===== config.mk =====
export PLATFORM = sky130hd
export DESIGN_NAME = imem_fetch_ctrl
export DESIGN_NICKNAME = d
export VERILOG_FILES = /design/src/rtl/imem_fetch_ctrl.sv
export SDC_FILE = /design/constraint.sdc
export NUM_CORES = 1
export LEC_CHECK = 0
export ABC_CLOCK_PERIOD_IN_PS = 8600
export CAP_MARGIN = 20
export CORE_MARGIN = 3
export CORE_UTILIZATION = 35
export DETAILED_ROUTE_END_ITERATION = 6
export PLACE_DENSITY_LB_ADDON = 0.3
export RECOVER_POWER = 100
export SLEW_MARGIN = 25
export SYNTH_ARGS = -nofsm -noshare
export SYNTH_HDL_FRONTEND = slang
export SYNTH_SLANG_ARGS = --single-unit

===== constraint.sdc =====
create_clock -name clk -period 8.6 [get_ports clk]
set_input_delay 1.72 -clock clk [delete_from_list [all_inputs] [get_ports clk]]
set_output_delay 1.72 -clock clk [all_outputs]
set_load 0.02 [all_outputs]

===== src/rtl/imem_fetch_ctrl.sv =====
// Instruction-fetch sequencer: owns the fetch PC, drives the ROM address and
// buffers {pc, instr} pairs in a small circular prefetch queue for decode.
module imem_fetch_ctrl #(
  parameter logic [31:0]  RESET_PC  = 32'h0000_0000,
  parameter int unsigned  DEPTH     = 2,
  parameter logic [31:0]  NOP_INSTR = 32'h0000_0013
) (
  input  logic        clk,
  input  logic        rst,
  output logic [31:0] rom_addr,
  input  logic [31:0] rom_data,
  input  logic        redirect_valid,
  input  logic [31:0] redirect_pc,
  output logic        out_valid,
  input  logic        out_ready,
  output logic [31:0] out_pc,
  output logic [31:0] out_instr,
  output logic        misalign_err
);

  localparam int unsigned PW = $clog2(DEPTH);
  localparam int unsigned CW = PW + 1;
  localparam logic [CW-1:0] FULL = CW'(DEPTH);

  logic [31:0]   fetch_pc;
  logic [PW-1:0] rd_ptr;
  logic [PW-1:0] wr_ptr;
  logic [CW-1:0] count;
  logic          halted;

  logic [31:0] pc_mem    [DEPTH];
  logic [31:0] instr_mem [DEPTH];

  logic pop;
  logic push;
  logic misaligned;

  assign rom_addr   = fetch_pc;
  assign out_valid  = (count != '0);
  assign out_pc     = out_valid ? pc_mem[rd_ptr]    : 32'h0;
  assign out_instr  = out_valid ? instr_mem[rd_ptr] : NOP_INSTR;

  assign pop        = out_valid & out_ready;
  assign push       = !halted && !redirect_valid && ((count < FULL) || pop);
  assign misaligned = (redirect_pc[1:0] != 2'b00);

  // Control state; a redirect flushes the queue and overrides push/pop.
  always_ff @(posedge clk or posedge rst) begin
    if (rst) begin
      fetch_pc     <= RESET_PC;
      rd_ptr       <= '0;
      wr_ptr       <= '0;
      count        <= '0;
      halted       <= 1'b0;
      misalign_err <= 1'b0;
    end else if (redirect_valid) begin
      fetch_pc <= redirect_pc;
      rd_ptr   <= wr_ptr;
      count    <= '0;
      halted   <= misaligned;
      if (misaligned) begin
        misalign_err <= 1'b1;
      end
    end else begin
      if (push) begin
        wr_ptr   <= wr_ptr + PW'(1);
        fetch_pc <= fetch_pc + 32'd4;
      end
      if (pop) begin
        rd_ptr <= rd_ptr + PW'(1);
      end
      case ({push, pop})
        2'b10:   count <= count + CW'(1);
        2'b01:   count <= count - CW'(1);
        default: count <= count;
      endcase
    end
  end

  // Queue storage needs no reset: entries are only read while count says valid.
  always_ff @(posedge clk) begin
    if (push) begin
      pc_mem[wr_ptr]    <= fetch_pc;
      instr_mem[wr_ptr] <= rom_data;
    end
  end

endmodule


Word-level counts from Yosys, hierarchy flattened
Memories as Yosys holds them, arrays and structs flattened.
Index checks and enable logic that the tools add are counted.

operators by class
  reductions and logical operators = 12
  order comparisons = 1
  bitwise logic cells = 2
  muxes and demuxes = 10
  equality and inequality tests = 2
  $add $sub $neg = 5

operators with widths
  operator                                                                number
  32-bit two-way mux                                                      4
  32-bit by 3-bit adder with 32-bit output (second input constant)        1
  2-bit nonzero test                                                      4
  1-bit two-way mux                                                       4
  2-bit one-hot mux with 2 select lines                                   1
  2-bit AND reduction                                                     2
  3-bit nonzero test                                                      1
  1-bit adder (second input constant)                                     2
  2-bit by 1-bit adder with 2-bit output (second input constant)          1
  2-bit by 1-bit equality test with 1-bit output (second input constant)  1
  2-bit equality test (second input constant)                             1
  1-bit logical AND                                                       2
  1-bit logical NOT                                                       2
  2-bit less-than comparator (second input constant)                      1
  2-bit two-way mux                                                       1
  2-bit by 1-bit subtractor with 2-bit output (second input constant)     1
  1-bit bitwise AND                                                       1
  1-bit logical OR                                                        1
  1-bit inverter                                                          1

storage, ports and cells
  logic and storage cells = 40
  output and inout bits = 98
  input bits = 68
  memory bits (writable) = 128
  memories = 2
  register bits after elaboration = 38

memories
  name       words  width  rd ports  clocked after Yosys merged registers in  write ports  line  RTL
  instr_mem  2      32     1         0                                        1            32    logic [31:0] instr_mem [DEPTH];
  pc_mem     2      32     1         0                                        1            31    logic [31:0] pc_mem [DEPTH];

Longest topological paths before layout
Gate-level depths: netlist of run 1.

  word-level depth = 7
  depth in mapped cells = 7
  depth with buffers taken out = 5

Worst setup path after synthesis of run 1
OpenSTA, ideal clock, no wires.

  kind = input port to flip-flop
  start point = input redirect_valid
  end point = memory instr_mem[0][0] (enable)
  stages on the path = 4
  arrival = 8.453 ns
  required time = 7.957 ns
  setup slack = -0.496 ns
  cell sequence = clkbuf_1 > clkbuf_1 > clkbuf_1 > nor4_1

on the way
  cells in the longest elaborated chain, start to end = 5

ends and longest elaborated chain
  what                                     line  RTL
  start, declared                          12    input logic redirect_valid,
  1-bit logical NOT                        44    assign push = !halted && !redirect_valid && ((count < FULL) || pop);
  1-bit logical AND (2 in a row)           44
  1-bit two-way mux                        82    if (push) begin
  1-bit two-way mux (implied by the code)  84    instr_mem[wr_ptr] <= rom_data;
  end, declared                            32

No other way between the ends.

Worst setup path in the final report of run 1
  start point = register count[1]
  end point = output out_instr[0]

on the way
  cells in the longest elaborated chain, start to end = 2

ends and longest elaborated chain
  what                    line  RTL
  start, declared         28    logic [CW-1:0] count;
  start signal, assigned  73    2'b10: count <= count + CW'(1);
  start signal, assigned  74    2'b01: count <= count - CW'(1);
  start signal, assigned  75    default: count <= count;
  2-bit nonzero test      39    assign out_valid = (count != '0);
  32-bit two-way mux      41    assign out_instr = out_valid ? instr_mem[rd_ptr] : NOP_INSTR;
  end, declared           17    output logic [31:0] out_instr,

No other way between the ends.

==> flow_metrics.env, run 1 <==
export IMPL_p_leak_uw=0.00348
export IMPL_status="finished with violations"
export IMPL_grt_start_max_net_pins=65
export IMPL_worstSetupEndpointType="output pin"
export IMPL_drt_iter0_drc=382
export IMPL_holdBufCountCts=0
export IMPL_synth_seq_area_share_pct=68.3
export IMPL_nets=758
export IMPL_post_route_period_util_pct=68.2
export IMPL_cts_made_buffers=17
export IMPL_grt_first_pass_wirelength_mm=26.9
export IMPL_area_growth_pct=34.9
export IMPL_dr_pass1_iters=4
export IMPL_synth_edf_count=128
export IMPL_ys_warn_count=0
export IMPL_cp_max_fo=44
export IMPL_syn_area_mm2=0.00702
export IMPL_yosys_cell_count_top_type="edfxtp_1"
export IMPL_rsz0062_at_grt="false"
export IMPL_grt_pass1_vias=4881
export IMPL_critPathLaunch="count[1]$_DFFE_PP0P_"
export IMPL_drc=0
export IMPL_r2r_cells=3
export IMPL_startpoint_type="flip-flop"
export IMPL_syn_avg_cell_area_um2=13.3
export IMPL_synthCells=530
export IMPL_vias=4855
export IMPL_postCtsResizedCells=0
export IMPL_ant_nets=0
export IMPL_synth_seq_cells=166
export IMPL_slew_violations=242
export IMPL_crit_end="out_instr[0]"
export IMPL_finalClockSkew_ns=0.0115
export IMPL_ir_drop_v=0.000107
export IMPL_hp_class="flip-flop to flip-flop"
export IMPL_yosys_area_top_type="edfxtp_1"
export IMPL_gp_congestion=0.770
export IMPL_required_ns=6.88
export IMPL_synth_common_cells="128 x edfxtp_1, 82 x nor2_1, 65 x mux2i_1"
export IMPL_cts_max_level=4
export IMPL_tritoncts="yes"
export IMPL_ff2ff_setup_slack_ns=4.67
export IMPL_period_minus_slack_ns=5.86
export IMPL_wl_per_cell_um=17.7
export IMPL_viasPerCell=5.02
export IMPL_synthArstFlopShare_pct=22.9
export IMPL_timing_hold_ws_ns=0.499
export IMPL_violations="max-capacitance violations, max-slew violations"
export IMPL_dieArea_mm2=0.0218
export IMPL_overflow=0
export IMPL_clk_latency_ns=0.43
export IMPL_powerDensity_mw_per_mm2=240
export IMPL_syn_nets=599
export IMPL_relSlewSlack_pct=-113
export IMPL_synthDistinctLibCells=42
export IMPL_cp_arrival_ns=4.14
export IMPL_core_mm2=0.0196
export IMPL_tightest_slew_ns=3.20
export IMPL_drive_gt1_share_pct=5.41
export IMPL_cts_path_max_buffers=2
export IMPL_port_buffers=165
export IMPL_synthTopCellsByArea="edfxtp_1 55%, dfrtp_1 14%, mux2i_1 9.3%"
export IMPL_clkTransAtPathRegs_ns=0.06
export IMPL_hold_viol=0
export IMPL_ios=166
export IMPL_die_w_um=148
export IMPL_cts_root_buf="clkbuf_16"
export IMPL_antenna_found_initial=0
export IMPL_die_h_um=148
export IMPL_start_util_pct=35.9
export IMPL_path_class="flip-flop to output pin"
export IMPL_core_rowCount=51
export IMPL_max_freq_ghz=0.171
export IMPL_post_cts_buffers=0
export IMPL_synth_top_cell_area_share_pct=54.7
export IMPL_dp_hpwl_mm=11.4
export IMPL_worstReg2RegStart="count[1]$_DFFE_PP0P_"
export IMPL_ys_flop_type="edfxtp_1"
export IMPL_diodes=0
export IMPL_finalSetupViolations=0
export IMPL_r2r_end="pc_mem[1][22]$_DFFE_PP_"
export IMPL_clock_sinks=166
export IMPL_tns_ns=0
export IMPL_groute_usage_overall_pct=15.9
export IMPL_drt_wl_total_mm=17.2
export IMPL_cap_violations=5
cell families (layout without fill, tap and decap cells):
| kind of cell | count (synthesis) | count (layout) | synth area share, % |
|---|---|---|---|
| flops | 166 | 166 | 68.3 |
| simple gates | 193 | 193 | 13.3 |
| mux | 67 | 67 | 9.58 |
| fa+ha+maj | 1 | 1 | 0.178 |
| compound gates | 56 | 56 | 5.34 |
| buf+inv | 37 | 209 | 2.10 |
| xor+xnor | 10 | 10 | 1.25 |
power breakdown:
part / internal (µW) / switching, µW / total [µW]
Sequential: 969 / 92.7 / 1060
Clock: 395 / 300 / 696
Combinational: 244 / 272 / 516
Total: 1610 / 665 / 2270
layout make-up:
| cell class | count | area [µm²] |
|---|---|---|
| Clock buffer | 19 | 433 |
| Clock inverter | 13 | 108 |
| Fill cell | 1758 | 10100 |
| Inverter | 6 | 22.5 |
| Multi-Input combinational cell | 327 | 2090 |
| Sequential cell | 166 | 4790 |
| Tap cell | 265 | 332 |
| Timing Repair Buffer | 171 | 1690 |
routing by layer:
layer / GRT usage (%) / wire length [µm] / up-vias
li1: - / - / 2316
met1: 20.0 / 7350 / 2371
met2: 25.8 / 8450 / 151
met3: 4.81 / 1080 / 17
met4: 6.43 / 284 / 0
met5: 0 / 0 / -
placed cells by master, fill, tap and decap left out, drive strengths merged, types with 2 or more instances in the layout:
cell type / n
edfxtp: 128
dlygate4sd3: 127
nor2: 82
mux2i: 65
dfrtp: 38
clkdlybuf4s50: 37
nand2: 32
clkbuf: 23
nand3: 19
o21ai: 15
o31ai: 13
or4: 12
nand4: 12
clkinv: 12
a31oi: 11
xnor2: 8
nor4: 7
nor2b: 6
nor3: 6
a22oi: 5
inv: 5
or3: 4
and4: 4
o311ai: 3
nor4b: 3
buf: 3
nand2b: 2
o211ai: 2
and3: 2
mux2: 2
a21oi: 2
xor2: 2
metrics by stage:
stage	utilization [%]	setup slack (ns)	area (µm²)	std cells	power, µW
after floorplan	-	2.19	7030	530	1370
after global placement	45.6	4.13	8940	933	1610
after detailed placement	45.7	4.05	8960	934	1620
after CTS	48.5	4.03	9500	966	2320
after global routing	48.4	2.33	9470	967	2380
final	48.4	2.74	9470	967	2270
worst min path at each step:
stage / cells past startpoint / endpoint / start
3_3_place_gp: 1 / misalign_err$_DFFE_PP0P_ / misalign_err$_DFFE_PP0P_
5_1_grt: 1 / misalign_err$_DFFE_PP0P_ / misalign_err$_DFFE_PP0P_
4_1_cts: 1 / misalign_err$_DFFE_PP0P_ / misalign_err$_DFFE_PP0P_
3_5_place_dp: 1 / misalign_err$_DFFE_PP0P_ / misalign_err$_DFFE_PP0P_
2_1_floorplan: 1 / count[0]$_DFFE_PP0P_ / count[0]$_DFFE_PP0P_
6_report: 1 / misalign_err$_DFFE_PP0P_ / misalign_err$_DFFE_PP0P_
worst max-delay path, cell delays in order, from the launching register on:
cell and delay, ns:
dfrtp_1 0.47, nor2_4 0.41, clkbuf_1 1.54, inv_1 0.44
nand2_1 0.16, dlygate4sd3_1 0.69
state kept, by name, summed over array words and instances, names as in the netlist:
register and cells:
rom_addr 32, rd_ptr 1, misalign_err 1, halted 1, count 2, instr_mem 64, pc_mem 64, wr_ptr 1
(Power assumes the default switching activity.)
==> run 2, diff against run 1 <==
Settings changed: ABC_CLOCK_PERIOD_IN_PS 8600 to 5300.
Clock period 8.6 ns to 5.3 ns, I/O delays scaled along.
==> flow_metrics.env, run 2 (synthesis results as in run 1) <==
export IMPL_antenna_found_initial=0
export IMPL_holdBufCountCts=0
export IMPL_placed_area_mm2=0.00898
export IMPL_finalSetupViolations=0
export IMPL_cp_arrival_ns=3.17
export IMPL_relSlewSlack_pct=-71.0
export IMPL_diodes=0
export IMPL_tightest_slew_ns=2.56
export IMPL_post_cts_buffers=0
export IMPL_critPathLaunch="rd_ptr$_DFFE_PP0P_"
export IMPL_clkTransAtPathRegs_ns=0.06
export IMPL_period_minus_slack_ns=4.23
export IMPL_startpoint_type="flip-flop"
export IMPL_finish_instance_area_mm2=0.00956
export IMPL_hold_viol=0
export IMPL_dr_pass1_iters=5
export IMPL_area_growth_pct=36.1
export IMPL_cts_made_buffers=17
export IMPL_ant_nets=0
export IMPL_clk_latency_ns=0.42
export IMPL_cts_max_level=4
export IMPL_core_mm2=0.0196
export IMPL_cts_root_buf="clkbuf_16"
export IMPL_drt_iter0_drc=387
export IMPL_ir_drop_v=0.000192
export IMPL_worstReg2RegStart="count[1]$_DFFE_PP0P_"
export IMPL_overflow=0
export IMPL_final_common_cell="dlygate4sd3_1"
export IMPL_die_h_um=148
export IMPL_start_util_pct=35.9
export IMPL_r2r_cells=3
export IMPL_hp_class="flip-flop to flip-flop"
export IMPL_tns_ns=0
export IMPL_cap_violations=3
export IMPL_crit_end="out_pc[16]"
export IMPL_grt_start_max_net_pins=65
export IMPL_viasPerCell=5.09
export IMPL_fin_total_pwr_uw=3840
export IMPL_cts_path_max_buffers=2
export IMPL_drc=0
export IMPL_die_w_um=148
export IMPL_hold_start="misalign_err$_DFFE_PP0P_"
export IMPL_port_buffers=165
export IMPL_fill_cells=1748
export IMPL_required_ns=4.24
export IMPL_ff2ff_setup_slack_ns=1.91
export IMPL_tritoncts="yes"
export IMPL_ios=166
export IMPL_cp_max_fo=24
export IMPL_worstSetupEndpointType="output pin"
export IMPL_violations="max-capacitance violations, max-slew violations"
export IMPL_dp_hpwl_mm=11.7
export IMPL_grt_first_pass_wirelength_mm=27.1
export IMPL_drive_gt1_share_pct=5.55
export IMPL_nets=759
export IMPL_groute_usage_overall_pct=15.9
export IMPL_gp_congestion=0.782
export IMPL_wl_per_cell_um=17.9
export IMPL_dieArea_mm2=0.0218
export IMPL_p_leak_uw=0.00352
export IMPL_fin_util_pct=48.8
export IMPL_slew_violations=148
export IMPL_rsz0062_at_grt="false"
export IMPL_vias=4923
export IMPL_r2r_end="instr_mem[0][15]$_DFFE_PP_"
export IMPL_postCtsResizedCells=0
export IMPL_final_cell_mix="130 x dlygate4sd3_1, 128 x edfxtp_1, 81 x nor2_1"
export IMPL_clock_sinks=166
export IMPL_max_freq_ghz=0.236
export IMPL_finalClockSkew_ns=0.00915
export IMPL_path_class="flip-flop to output pin"
export IMPL_grt_pass1_vias=5038
export IMPL_core_rowCount=51
export IMPL_post_route_period_util_pct=79.9
export IMPL_status="finished with violations"
export IMPL_drt_wl_total_mm=17.3
export IMPL_powerDensity_mw_per_mm2=402
==> run 2: cell count changes in the layout (fill, tap and decap cells not counted), sizes merged <==
| cell | delta |
|---|---|
| clkbuf | +1 |
| clkinv | -5 |
| clkdlybuf4s50 | -3 |
| dlygate4sd3 | +3 |
| inv | +1 |
| buf | +1 |
| bufinv | +3 |
==> run 2: final cells by class <==
type / instances / area [µm²] / area share (%)
inverters: 6 / 22.5 / 0.236
well taps: 265 / 332 / 3.47
clock buffers: 20 / 437 / 4.57
repair buffers: 172 / 1710 / 17.9
clock inverters: 12 / 176 / 1.85
multi-input cells: 327 / 2090 / 21.8
flip-flops and latches: 166 / 4790 / 50.2
==> run 2: how the worst min path moves through the flow <==
stage | end | depth (start not counted)
floorplan | count[0]$_DFFE_PP0P_ | 1
global placement | misalign_err$_DFFE_PP0P_ | 1
detailed placement | misalign_err$_DFFE_PP0P_ | 1
CTS | misalign_err$_DFFE_PP0P_ | 1
global route | misalign_err$_DFFE_PP0P_ | 1
finish | misalign_err$_DFFE_PP0P_ | 1
==> run 2: critical path, stage by stage, from the launching register on <==
cell	delay, ns
dfrtp_1	1.21
buf_12	0.31
buf_12	0.23
mux2i_1	0.25
nor2_1	0.07
dlygate4sd3_1	0.66
==> run 2: per-layer routing <==
metal | GRT usage (%) | vias up | share of wire [%]
li1 | - | 2313 | -
met1 | 19.3 | 2416 | 42
met2 | 26.6 | 162 | 49
met3 | 4.41 | 32 | 5.7
met4 | 6.80 | 0 | 2.7
met5 | 0 | - | 0
==> run 2: through the flow <==
| step | worst slack, ns | cells | hold slack [ns] |
|---|---|---|---|
| 6_report | 1.07 | 968 | 0.497 |
| 4_1_cts | 1.48 | 968 | 0.502 |
| 5_1_grt | 0.831 | 968 | 0.513 |
| 3_3_place_gp | 1.95 | 934 | 0.480 |
| 2_1_floorplan | 1.05 | 530 | 0.482 |
| 3_5_place_dp | 1.87 | 936 | 0.469 |
==> run 2: report_power, final <==
part | total [µW] | switching (µW) | leakage, µW | internal [µW]
Sequential | 1700 | 122 | 0.00161 | 1570
Combinational | 866 | 475 | 0.00161 | 391
Clock | 1280 | 488 | 0.000296 | 790
Total | 3840 | 1090 | 0.00352 | 2750
==> RTL edit, RTL diff (config.mk and constraints of run 2) <==
`DEPTH`: 2 -> 4.
--- a/src/rtl/imem_fetch_ctrl.sv
+++ b/src/rtl/imem_fetch_ctrl.sv
@@ -2,7 +2,7 @@
 // buffers {pc, instr} pairs in a small circular prefetch queue for decode.
 module imem_fetch_ctrl #(
   parameter logic [31:0]  RESET_PC  = 32'h0000_0000,
-  parameter int unsigned  DEPTH     = 2,
+  parameter int unsigned  DEPTH     = 4,
   parameter logic [31:0]  NOP_INSTR = 32'h0000_0013
 ) (
   input  logic        clk,
Behaviour: not the same (a bounded check fails within 4 cycles, from zero or initial values and one cycle with rst high).
==> RTL edit against run 2 <==
- the run still ends with max-capacitance violations, max-slew violations left
- synthesized area grew 74%
- register-to-register slack lost 600 ps
- wire length grew 69%
- total power grew 80%
- cell count grew 40%
- worst setup slack lost 310 ps
- cell area grew 63%
- sequential cell count grew 131
- critical path type unchanged
- highest routed layer is now met5
==> RTL edit: results (changes against run 2) <==
metric,value,unit,change
adder-cell area share of the yosys netlist,0.674,%,+0.50 points
largest net degree at the start of global routing,58,,-11%
mux share of post-synthesis cell area,12.0,%,+2.4 points
YS warnings,0,,unchanged
worst-case reg-to-reg path depth,3,,unchanged
first-pass GRT wire length,45000,microns,+66%
hold path cells,1,,unchanged
min-delay worst type,register to register,,
H-Tree Depth,2,,-2
Post-synth ARST share,13.8,%,-9.1 points
worst-case clock buffer depth,3,,+1
reg2reg end,pc_mem[2][5],,
relative slew slack,-66.2,%,+4.7 points
layout cells sized above 1,15.7,%,+10 points
Synth Area in Compound Gates,4.35,%,-0.99 points
reg2reg start,halted,,
clk root buf,clkbuf_16,,
final setup skew,17.9,ps,+8.72 ps
"Seq/Total Area, Yosys",71.1,%,+2.9 points
clock latency on the worst-skew pair,500,ps,+80 ps
nets,964,,+27%
Area after DPL,14500,sq um,+61%
synth top area cells,"edfxtp_1, mux4_2, dfrtp_1",,
"EDFF count, synth",256,,+100%
Placer Congestion,0.771,,-1.4%
CP arrival,3480,ps,+310 ps
Static Leak,0.00511,uW,+45%
Worst-path clk slew,60,ps,about the same
vias in the first global route,7253,,+44%
ant diodes,0,,unchanged
status,"complete, but fails checks",,
starting density of the core,36.0,%,+0.13 points
synth unique cells,51,,+21%
Crit Path Max Fanout,44,,+83%
DR pass1 iterations,5,,unchanged
hold_ws,467,ps,-30.6 ps
initial antenna violation count,2,,+2
synth cell count leaders,"edfxtp_1, and2_1, mux4_2",,
Max VDD drop,0.244,mV,+27%
pre-CTS WS,1490,ps,-375 ps
vias,7179,,+46%
xor-xnor portion of the synthesized cell area,0.215,%,-1.0 points
dpl hpwl,18400,microns,+58%
post-CTS setup buffers,0,,unchanged
gr usage total,15.9,%,+0.040 points
hold path startpoint,misalign_err,,
Final Max Slew Viols,245,,+66%
total CTS buffers,35,,+18
failing checks,"max-capacitance violations, max-slew violations",,
Min-Delay Endpoint,misalign_err,,
max_cap viols,6,,+3
CTS-repair resized insts,0,,unchanged
number of port buffers,165,,unchanged
Routed WL,29300,microns,+69%
initial drt markers,468,,+21%
"Net Count, Synth",783,,+31%
Register-to-Register Setup Slack,1310,ps,-600 ps
==> RTL edit: through the flow <==
| stage | util (%) | instances |
|---|---|---|
| 3_5_place_dp | 42.6 | 1301 |
| 5_1_grt | 45.7 | 1360 |
| 4_1_cts | 45.9 | 1360 |
| 3_3_place_gp | 42.4 | 1298 |
| 6_report | 45.7 | 1360 |
| 2_1_floorplan | - | 709 |
==> RTL edit: logic make-up after synthesis <==
kind of cell               count (synthesis)
AOI/OAI and AO/OA                         72
xor gates and xnor gates                   3
adders and majority gates                  6
buffers and inverters                     44
DFF                                      297
muxes                                     66
and+or+nand+nor                          221
==> RTL edit: worst max path at each step <==
stage | start | endpoint | slack (ps) | depth (start not counted)
floorplan | out_ready | instr_mem[0][0] | 1860 | 3
finish | count[2] | out_pc[12] | 760 | 5
global placement | rd_ptr[0] | out_instr[0] | 1480 | 4
detailed placement | out_ready | instr_mem[0][17] | 1490 | 4
CTS | rd_ptr[0] | out_instr[0] | 960 | 4
global route | count[2] | out_pc[12] | 430 | 5
==> RTL edit: routing by layer <==
layer	GRT usage [%]	up-vias	share of wire, %
met4	3.84	4	1.8
met1	23.5	3706	46
met5	0	-	0.085
met2	24.5	205	46
li1	-	3215	-
met3	3.20	49	5.9
==> RTL edit: layout make-up <==
class                      instances  area (sq um)
multi-input combinational        368          3350
clock inverter                    17           199
tap                              448           561
sequential                       297          8720
timing repair buffer             181          1760
inverter                           7          26.3
clock buffer                      42           922
fill                            3041         18500
==> RTL edit: report_power, final <==
group / total [uW] / internal (uW) / switching (uW)
Combinational: 1640 / 845 / 791
Clock: 2350 / 1430 / 915
Sequential: 2930 / 2710 / 219
Total: 6920 / 4990 / 1930
==> RTL edit: worst max-delay path, cell delays in order (launching register included) <==
cell and delay [ps]:
dfrtp_1 520, nor3_1 140, inv_1 1150, buf_4 350, and2_1 130, dlygate4sd3_1 670
